## config.mk

```make
export PLATFORM = sky130hd
export DESIGN_NAME = spi_xfer_arbiter
export DESIGN_NICKNAME = d
export VERILOG_FILES = /design/src/rtl/spi_arb_pkg.sv /design/src/rtl/spi_rr_pick.sv /design/src/rtl/spi_xfer_arbiter.sv
export SDC_FILE = /design/constraint.sdc
export NUM_CORES = 1
export LEC_CHECK = 0
export ABC_CLOCK_PERIOD_IN_PS = 3200
export CAP_MARGIN = 20
export CORE_ASPECT_RATIO = 1.75
export CORE_MARGIN = 3
export CORE_UTILIZATION = 49
export CTS_CLUSTER_DIAMETER = 100
export CTS_CLUSTER_SIZE = 12
export DETAILED_ROUTE_END_ITERATION = 7
export PLACE_DENSITY = 0.9
export SYNTH_ARGS = -nofsm -noshare
export SYNTH_HDL_FRONTEND = slang
export SYNTH_SLANG_ARGS = --single-unit
```

## constraint.sdc

```tcl
create_clock -name PCLK -period 3.2 [get_ports PCLK]
set_input_delay 0.64 -clock PCLK [delete_from_list [all_inputs] [get_ports PCLK]]
set_output_delay 0.64 -clock PCLK [all_outputs]
set_load 0.005 [all_outputs]
```

## src/rtl/spi_arb_pkg.sv

```systemverilog
// Shared types and helpers for the SPI transfer arbiter and its round-robin picker.
package spi_arb_pkg;

   localparam int unsigned DATA_W_DEF = 8;

   typedef enum logic [2:0] {
      IDLE,
      START,
      XFER,
      DONE,
      GAP
   } arb_state_e;

   // Pointer width for n requesters; never narrower than one bit.
   function automatic int unsigned clog2(input int unsigned n);
      int unsigned r;
      r = 0;
      for (int unsigned i = 0; i < 32; i++) begin
         if ((32'd1 << i) < n) r = i + 1;
      end
      return (r == 0) ? 1 : r;
   endfunction

endpackage

```

## src/rtl/spi_rr_pick.sv

```systemverilog
// Combinational round-robin selector: first set request at or after ptr, wrapping.
module spi_rr_pick
   import spi_arb_pkg::*;
#(
   parameter int unsigned NUM_REQ = 4,
   parameter int unsigned PTR_W   = clog2(NUM_REQ)
) (
   input  logic [NUM_REQ-1:0] req,
   input  logic [PTR_W-1:0]   ptr,
   output logic [NUM_REQ-1:0] winner_c,
   output logic [PTR_W-1:0]   winner_idx_c,
   output logic               valid_c
);

   localparam int unsigned SUM_W = PTR_W + 1;

   logic [SUM_W-1:0] sum;
   logic [PTR_W-1:0] slot;

   always_comb begin
      winner_c     = '0;
      winner_idx_c = '0;
      valid_c      = 1'b0;
      sum          = '0;
      slot         = '0;
      for (int unsigned i = 0; i < NUM_REQ; i++) begin
         sum = {1'b0, ptr} + SUM_W'(i);
         if (sum >= SUM_W'(NUM_REQ)) sum = sum - SUM_W'(NUM_REQ);
         slot = sum[PTR_W-1:0];
         if (!valid_c && req[slot]) begin
            valid_c        = 1'b1;
            winner_c[slot] = 1'b1;
            winner_idx_c   = slot;
         end
      end
   end

endmodule

```

## src/rtl/spi_xfer_arbiter.sv

```systemverilog
// Round-robin scheduler sharing one SPI shifter among NUM_REQ requesters.
// Optional XFER watchdog enabled by defining SPI_ARB_TIMEOUT_EN.
module spi_xfer_arbiter
   import spi_arb_pkg::*;
#(
   parameter int unsigned NUM_REQ        = 4,
   parameter int unsigned DATA_W         = DATA_W_DEF,
   parameter int unsigned GAP_CYCLES     = 2,
   parameter logic [15:0] TIMEOUT_CYCLES = 16'd4096
) (
   input  logic                      PCLK,
   input  logic                      PRESET_n,
   input  logic                      spi_en_i,
   input  logic [NUM_REQ-1:0]        req_i,
   input  logic [NUM_REQ*DATA_W-1:0] tx_data_i,
   output logic [NUM_REQ-1:0]        grant_o,
   output logic [NUM_REQ-1:0]        done_o,
   output logic                      err_o,
   output logic [DATA_W-1:0]         rx_data_o,
   output logic                      busy_o,
   output logic                      send_data_o,
   output logic [DATA_W-1:0]         spi_tx_data_o,
   input  logic                      recieve_data_i,
   input  logic [DATA_W-1:0]         spi_rx_data_i
);

   localparam int unsigned PTR_W = clog2(NUM_REQ);
   localparam int unsigned GAP_W = 8;

   arb_state_e          state_q, state_d;
   logic [PTR_W-1:0]    ptr_q, ptr_d;
   logic [PTR_W-1:0]    idx_q, idx_d;
   logic                flag_q, flag_d;
   logic [DATA_W-1:0]   rxbuf_q, rxbuf_d;
   logic [GAP_W-1:0]    gap_q, gap_d;
`ifdef SPI_ARB_TIMEOUT_EN
   logic [15:0]         tcnt_q, tcnt_d;
`endif

   logic [NUM_REQ-1:0]  grant_d, done_d;
   logic                err_d, busy_d, send_d;
   logic [DATA_W-1:0]   rx_d, tx_d;

   logic [NUM_REQ-1:0]  pick_oh;
   logic [PTR_W-1:0]    pick_idx;
   logic                pick_valid;
   logic [DATA_W-1:0]   tx_bytes [NUM_REQ];

   spi_rr_pick #(
      .NUM_REQ (NUM_REQ),
      .PTR_W   (PTR_W)
   ) u_pick (
      .req          (req_i),
      .ptr          (ptr_q),
      .winner_c     (pick_oh),
      .winner_idx_c (pick_idx),
      .valid_c      (pick_valid)
   );

   always_comb begin
      for (int unsigned r = 0; r < NUM_REQ; r++) begin
         tx_bytes[r] = tx_data_i[r*DATA_W +: DATA_W];
      end
   end

   always_ff @(posedge PCLK) begin
      if (!PRESET_n) begin
         state_q       <= IDLE;
         ptr_q         <= '0;
         idx_q         <= '0;
         flag_q        <= 1'b0;
         rxbuf_q       <= '0;
         gap_q         <= '0;
`ifdef SPI_ARB_TIMEOUT_EN
         tcnt_q        <= '0;
`endif
         grant_o       <= '0;
         done_o        <= '0;
         err_o         <= 1'b0;
         rx_data_o     <= '0;
         busy_o        <= 1'b0;
         send_data_o   <= 1'b0;
         spi_tx_data_o <= '0;
      end else begin
         state_q       <= state_d;
         ptr_q         <= ptr_d;
         idx_q         <= idx_d;
         flag_q        <= flag_d;
         rxbuf_q       <= rxbuf_d;
         gap_q         <= gap_d;
`ifdef SPI_ARB_TIMEOUT_EN
         tcnt_q        <= tcnt_d;
`endif
         grant_o       <= grant_d;
         done_o        <= done_d;
         err_o         <= err_d;
         rx_data_o     <= rx_d;
         busy_o        <= busy_d;
         send_data_o   <= send_d;
         spi_tx_data_o <= tx_d;
      end
   end

   // Next state plus the next value of every registered output.
   always_comb begin
      state_d = state_q;
      ptr_d   = ptr_q;
      idx_d   = idx_q;
      flag_d  = flag_q;
      rxbuf_d = rxbuf_q;
      gap_d   = gap_q;
`ifdef SPI_ARB_TIMEOUT_EN
      tcnt_d  = tcnt_q;
`endif
      grant_d = grant_o;
      done_d  = '0;
      err_d   = 1'b0;
      rx_d    = rx_data_o;
      send_d  = 1'b0;
      tx_d    = spi_tx_data_o;

      case (state_q)
         IDLE: begin
            if (spi_en_i && pick_valid) begin
               state_d = START;
               grant_d = pick_oh;
               idx_d   = pick_idx;
               tx_d    = tx_bytes[pick_idx];
               send_d  = 1'b1;
               flag_d  = 1'b0;
            end
         end
         START: begin
            state_d = XFER;
`ifdef SPI_ARB_TIMEOUT_EN
            tcnt_d  = '0;
`endif
         end
         XFER: begin
`ifdef SPI_ARB_TIMEOUT_EN
            tcnt_d = tcnt_q + 16'd1;
`endif
            // Losing the bus beats a same-cycle receive strobe.
            if (!spi_en_i) begin
               flag_d  = 1'b1;
               state_d = DONE;
            end
`ifdef SPI_ARB_TIMEOUT_EN
            else if (tcnt_q + 16'd1 == TIMEOUT_CYCLES - 16'd1) begin
               flag_d  = 1'b1;
               state_d = DONE;
            end
`endif
            else if (recieve_data_i) begin
               rxbuf_d = spi_rx_data_i;
               state_d = DONE;
            end
         end
         DONE: begin
            done_d  = grant_o;
            err_d   = flag_q;
            if (!flag_q) rx_d = rxbuf_q;
            grant_d = '0;
            ptr_d   = (idx_q == PTR_W'(NUM_REQ - 1)) ? '0 : idx_q + PTR_W'(1);
            gap_d   = GAP_W'(GAP_CYCLES);
            state_d = (GAP_CYCLES == 0) ? IDLE : GAP;
         end
         GAP: begin
            if (gap_q <= GAP_W'(1)) state_d = IDLE;
            else gap_d = gap_q - GAP_W'(1);
         end
         default: state_d = IDLE;
      endcase

      busy_d = (state_d != IDLE);
   end

endmodule

```

==> impl_metrics.yaml <==
route:
  detail_route.drc_violations: 0
  route.final.wire_length_um: 7027
  dr.pass1.iters: 4
  detail_route.iter0.violations: 215
  drt-wirelength-per-cell_um: 14.95
  detail_route.vias_per_cell: 5.496
  number_of_nets_with_antenna_violations_after_routing: 0
  route.vias.total: 2583
worst_setup_path:
  crit_fanout: 11
  worst-endpoint-arrival_ns: 3.08
  timing.critical_path.to_type: "flop"
  setup.worst_path.class: "reg -> reg"
  critical_path_required_ns: 3.45
  worstSetupStartpointType: "flop"
timing:
  period_share: 0.8837
  final.setup_skew_ns: 0.003308
  rsz0062_at_grt: "no"
  clock.fmax_mhz: 353.6
  period_needed_ns: 2.828
  setup_viol: 0
  hold_viol_final: 0
  max_slew_headroom: 0.6128
  setup_total_negative_slack_ns: 0
  timing_worst_slew_pin_value_ns: 0.5786
  number_of_max_slew_violations_in_the_final_report: 0
clock_tree:
  ctsHoldBuffers: 0
  worst_skew_pair.late_latency_ns: 0.30
  resize_count_post_cts: 0
  clock_sink_count: 51
  cts_max_level: 2
  tritoncts_clock_tree: "done"
  cts_buffers: 5
  path_clk_slew_ns: 0.08
  clock_tree.buffer_depth: 2
  postCtsSetupBuffers: 0
  clock_tree.root_cell: "sky130_fd_sc_hd__clkbuf_8"
power:
  leakage_nw: 1.422
  power.total_w: 0.001467
  power_per_cell_area_nw_per_um2: 385.1
  irDropWorstVdd_mv: 0.1893
global_routing:
  overflow: 0
  globalRouteTotalUtil: 0.2127
  global_route_wire_length_before_repair_um: 11670
  grt_max_degree: 39
  first_global_vias: 2545
  antenna_found_initial: 0
floorplan:
  die_width_um: 63.97
  floorplan.rows: 36
  boundaryPins: 75
  placeableCoreArea_um2: 5630
  design.die.area_um2: 6873
  die_y_um: 107.4
  floorplan.initialDensity: 0.5118
placed_design:
  postPlaceCellArea_um2: 3710
  hpwl_um: 5602
  gpl_congestion: 0.8724
  number_of_buffers_inserted_by_port_buffering: 74
worst_hold_path:
  hold_class: "reg -> reg"
cells_and_area:
  drive_above_1_share: 0.1091
  fin_nets: 452
  n_antenna_cell: 0
  synthToLayoutAreaGrowth_pct: 32.22
  stdcell_area_um2: 3810
logic_synthesis:
  ys_top_cells_by_area: "sky130_fd_sc_hd__dfxtp_1 35%, sky130_fd_sc_hd__nand2_1 6.0%, sky130_fd_sc_hd__mux2i_1 4.9%"
  synth.largest_area_cell: "sky130_fd_sc_hd__dfxtp_1"
  synth_top_area_share: 0.3543
  post_synth_and_or_nand_nor_area_fraction: 0.2236
  yosysUniqueCellTypes: 57
  ys.flop_type: "sky130_fd_sc_hd__dfxtp_1"
  async_flop_share: 0
  synth_edf_count: 0
  synth.avg_cell_area_um2: 9.033
  share_of_cell_area_taken_by_muxes_after_synthesis: 0.1476
  ys_warn_count: 0
  yosys.area_share.xor_xnor: 0.01520
  synth_top_family_by_area: "simple AND/OR/NAND/NOR gates"
  yosys_register_bits: 51
  netlist_area_um2: 2882
  synth_seq_area_share: 0.3543
  synth-adder-area-share: 0.04776
  syn-instance-count: 319
  synth-compound-area-share: 0.1672
  synth_nets: 378
run:
  drv_cap: 0
outcome:
  status: "complete, no violations"
## stage by stage
stage | instances | utilization | hold WS (ns) | setup WS, ns
2_1_floorplan | 319 | - | 0.4312 | 0.3828
3_3_place_gp | 462 | 0.6589 | 0.4355 | 0.1041
3_5_place_dp | 462 | 0.6589 | 0.4434 | 0.06040
4_1_cts | 470 | 0.6767 | 0.4555 | 0.3607
5_1_grt | 470 | 0.6767 | 0.4684 | 0.1195
6_report | 470 | 0.6767 | 0.4516 | 0.3720
## synthesized netlist by cell type, types with 3 or more instances
| master | n |
|---|---|
| sky130_fd_sc_hd__dfxtp_1 | 51 |
| sky130_fd_sc_hd__mux2_1 | 7 |
| sky130_fd_sc_hd__nor3_1 | 3 |
| sky130_fd_sc_hd__nor2_1 | 37 |
| sky130_fd_sc_hd__or2_2 | 3 |
| sky130_fd_sc_hd__nand2_1 | 46 |
| sky130_fd_sc_hd__a22oi_1 | 3 |
| sky130_fd_sc_hd__a221o_1 | 9 |
| sky130_fd_sc_hd__a221oi_1 | 3 |
| sky130_fd_sc_hd__o21ai_0 | 7 |
| sky130_fd_sc_hd__buf_2 | 6 |
| sky130_fd_sc_hd__and3_1 | 6 |
| sky130_fd_sc_hd__xnor2_1 | 4 |
| sky130_fd_sc_hd__nor2b_1 | 12 |
| sky130_fd_sc_hd__a21boi_0 | 3 |
| sky130_fd_sc_hd__a21oi_1 | 11 |
| sky130_fd_sc_hd__mux4_2 | 3 |
| sky130_fd_sc_hd__nor3b_1 | 3 |
| sky130_fd_sc_hd__mux2_2 | 9 |
| sky130_fd_sc_hd__inv_1 | 8 |
| sky130_fd_sc_hd__ha_1 | 11 |
| sky130_fd_sc_hd__mux2i_1 | 14 |
| sky130_fd_sc_hd__clkbuf_1 | 10 |
| sky130_fd_sc_hd__a311oi_1 | 9 |
## final cells by class
type	instances	area (um^2)
fillers	430	1821
multi-input cells	241	1733
flip-flops and latches	51	1021
repair buffers	86	830.8
clock buffers	8	100.1
well taps	76	95.09
inverters	8	30.03
## state kept, by name (all words and copies together), names as in the netlist, 2 cells and up
name,cells
ptr_q,2
rxbuf_q,8
spi_tx_data_o,8
idx_q,2
gap_q,8
state_q,3
rx_data_o,8
done_o,4
grant_o,4
## worst paths after layout
path	startpoint	end	slack [ns]	cells after the start
setup reg to reg	ptr_q[0]	spi_tx_data_o[5]	0.37	8
hold reg to reg	rxbuf_q[3]	rx_data_o[3]	0.45	2
setup / recovery	ptr_q[0]	spi_tx_data_o[5]	0.37	8
hold / removal	rxbuf_q[3]	rx_data_o[3]	0.45	2
## worst max-delay path, cell delays in order, from the launching register on
cell	delay (ns)
sky130_fd_sc_hd__dfxtp_1	0.48
sky130_fd_sc_hd__inv_1	0.10
sky130_fd_sc_hd__ha_1	0.48
sky130_fd_sc_hd__mux4_2	0.40
sky130_fd_sc_hd__buf_4	0.19
sky130_fd_sc_hd__a32oi_1	0.31
sky130_fd_sc_hd__nand3_1	0.30
sky130_fd_sc_hd__a311oi_1	0.38
sky130_fd_sc_hd__a221o_1	0.15
## cells by family after synthesis
kind of cell	after synthesis
simple gates	129
compound gates	61
flops	51
mux	35
buf+inv	27
fa+ha+maj	11
xor+xnor	5
## layer usage
layer / vias to the layer above / part of all wire / track usage
met5: - / 0 / 0
met4: 0 / 0.023 / 0.09737
met3: 13 / 0.032 / 0.02403
met2: 55 / 0.56 / 0.4071
met1: 1235 / 0.38 / 0.2246
li1: 1280 / - / -
## report_power, final
part | internal (W) | switching [W]
Sequential | 0.000672 | 0.0000269
Clock | 0.000197 | 0.000194
Combinational | 0.000210 | 0.000167
## placed cells by master, fill, tap and decap left out, drive strengths merged, types with 2 or more instances in the layout
cell type	n
a22oi	3
nor3	3
a21boi	3
and3	6
nand2b	2
and3b	2
mux4	3
o21bai	2
mux2i	15
nand3b	2
inv	8
nor3b	3
mux2	17
nor2b	13
a221oi	3
o21a	2
nand2	46
xnor2	4
buf	12
ha	11
a221o	9
o21ai	8
dfxtp	51
a311oi	9
nor2	39
a211oi	2
or2	3
clkbuf	8
nor4bb	2
nor4	2
clkdlybuf4s50	74
a21oi	11
(Power assumes the default switching activity.)
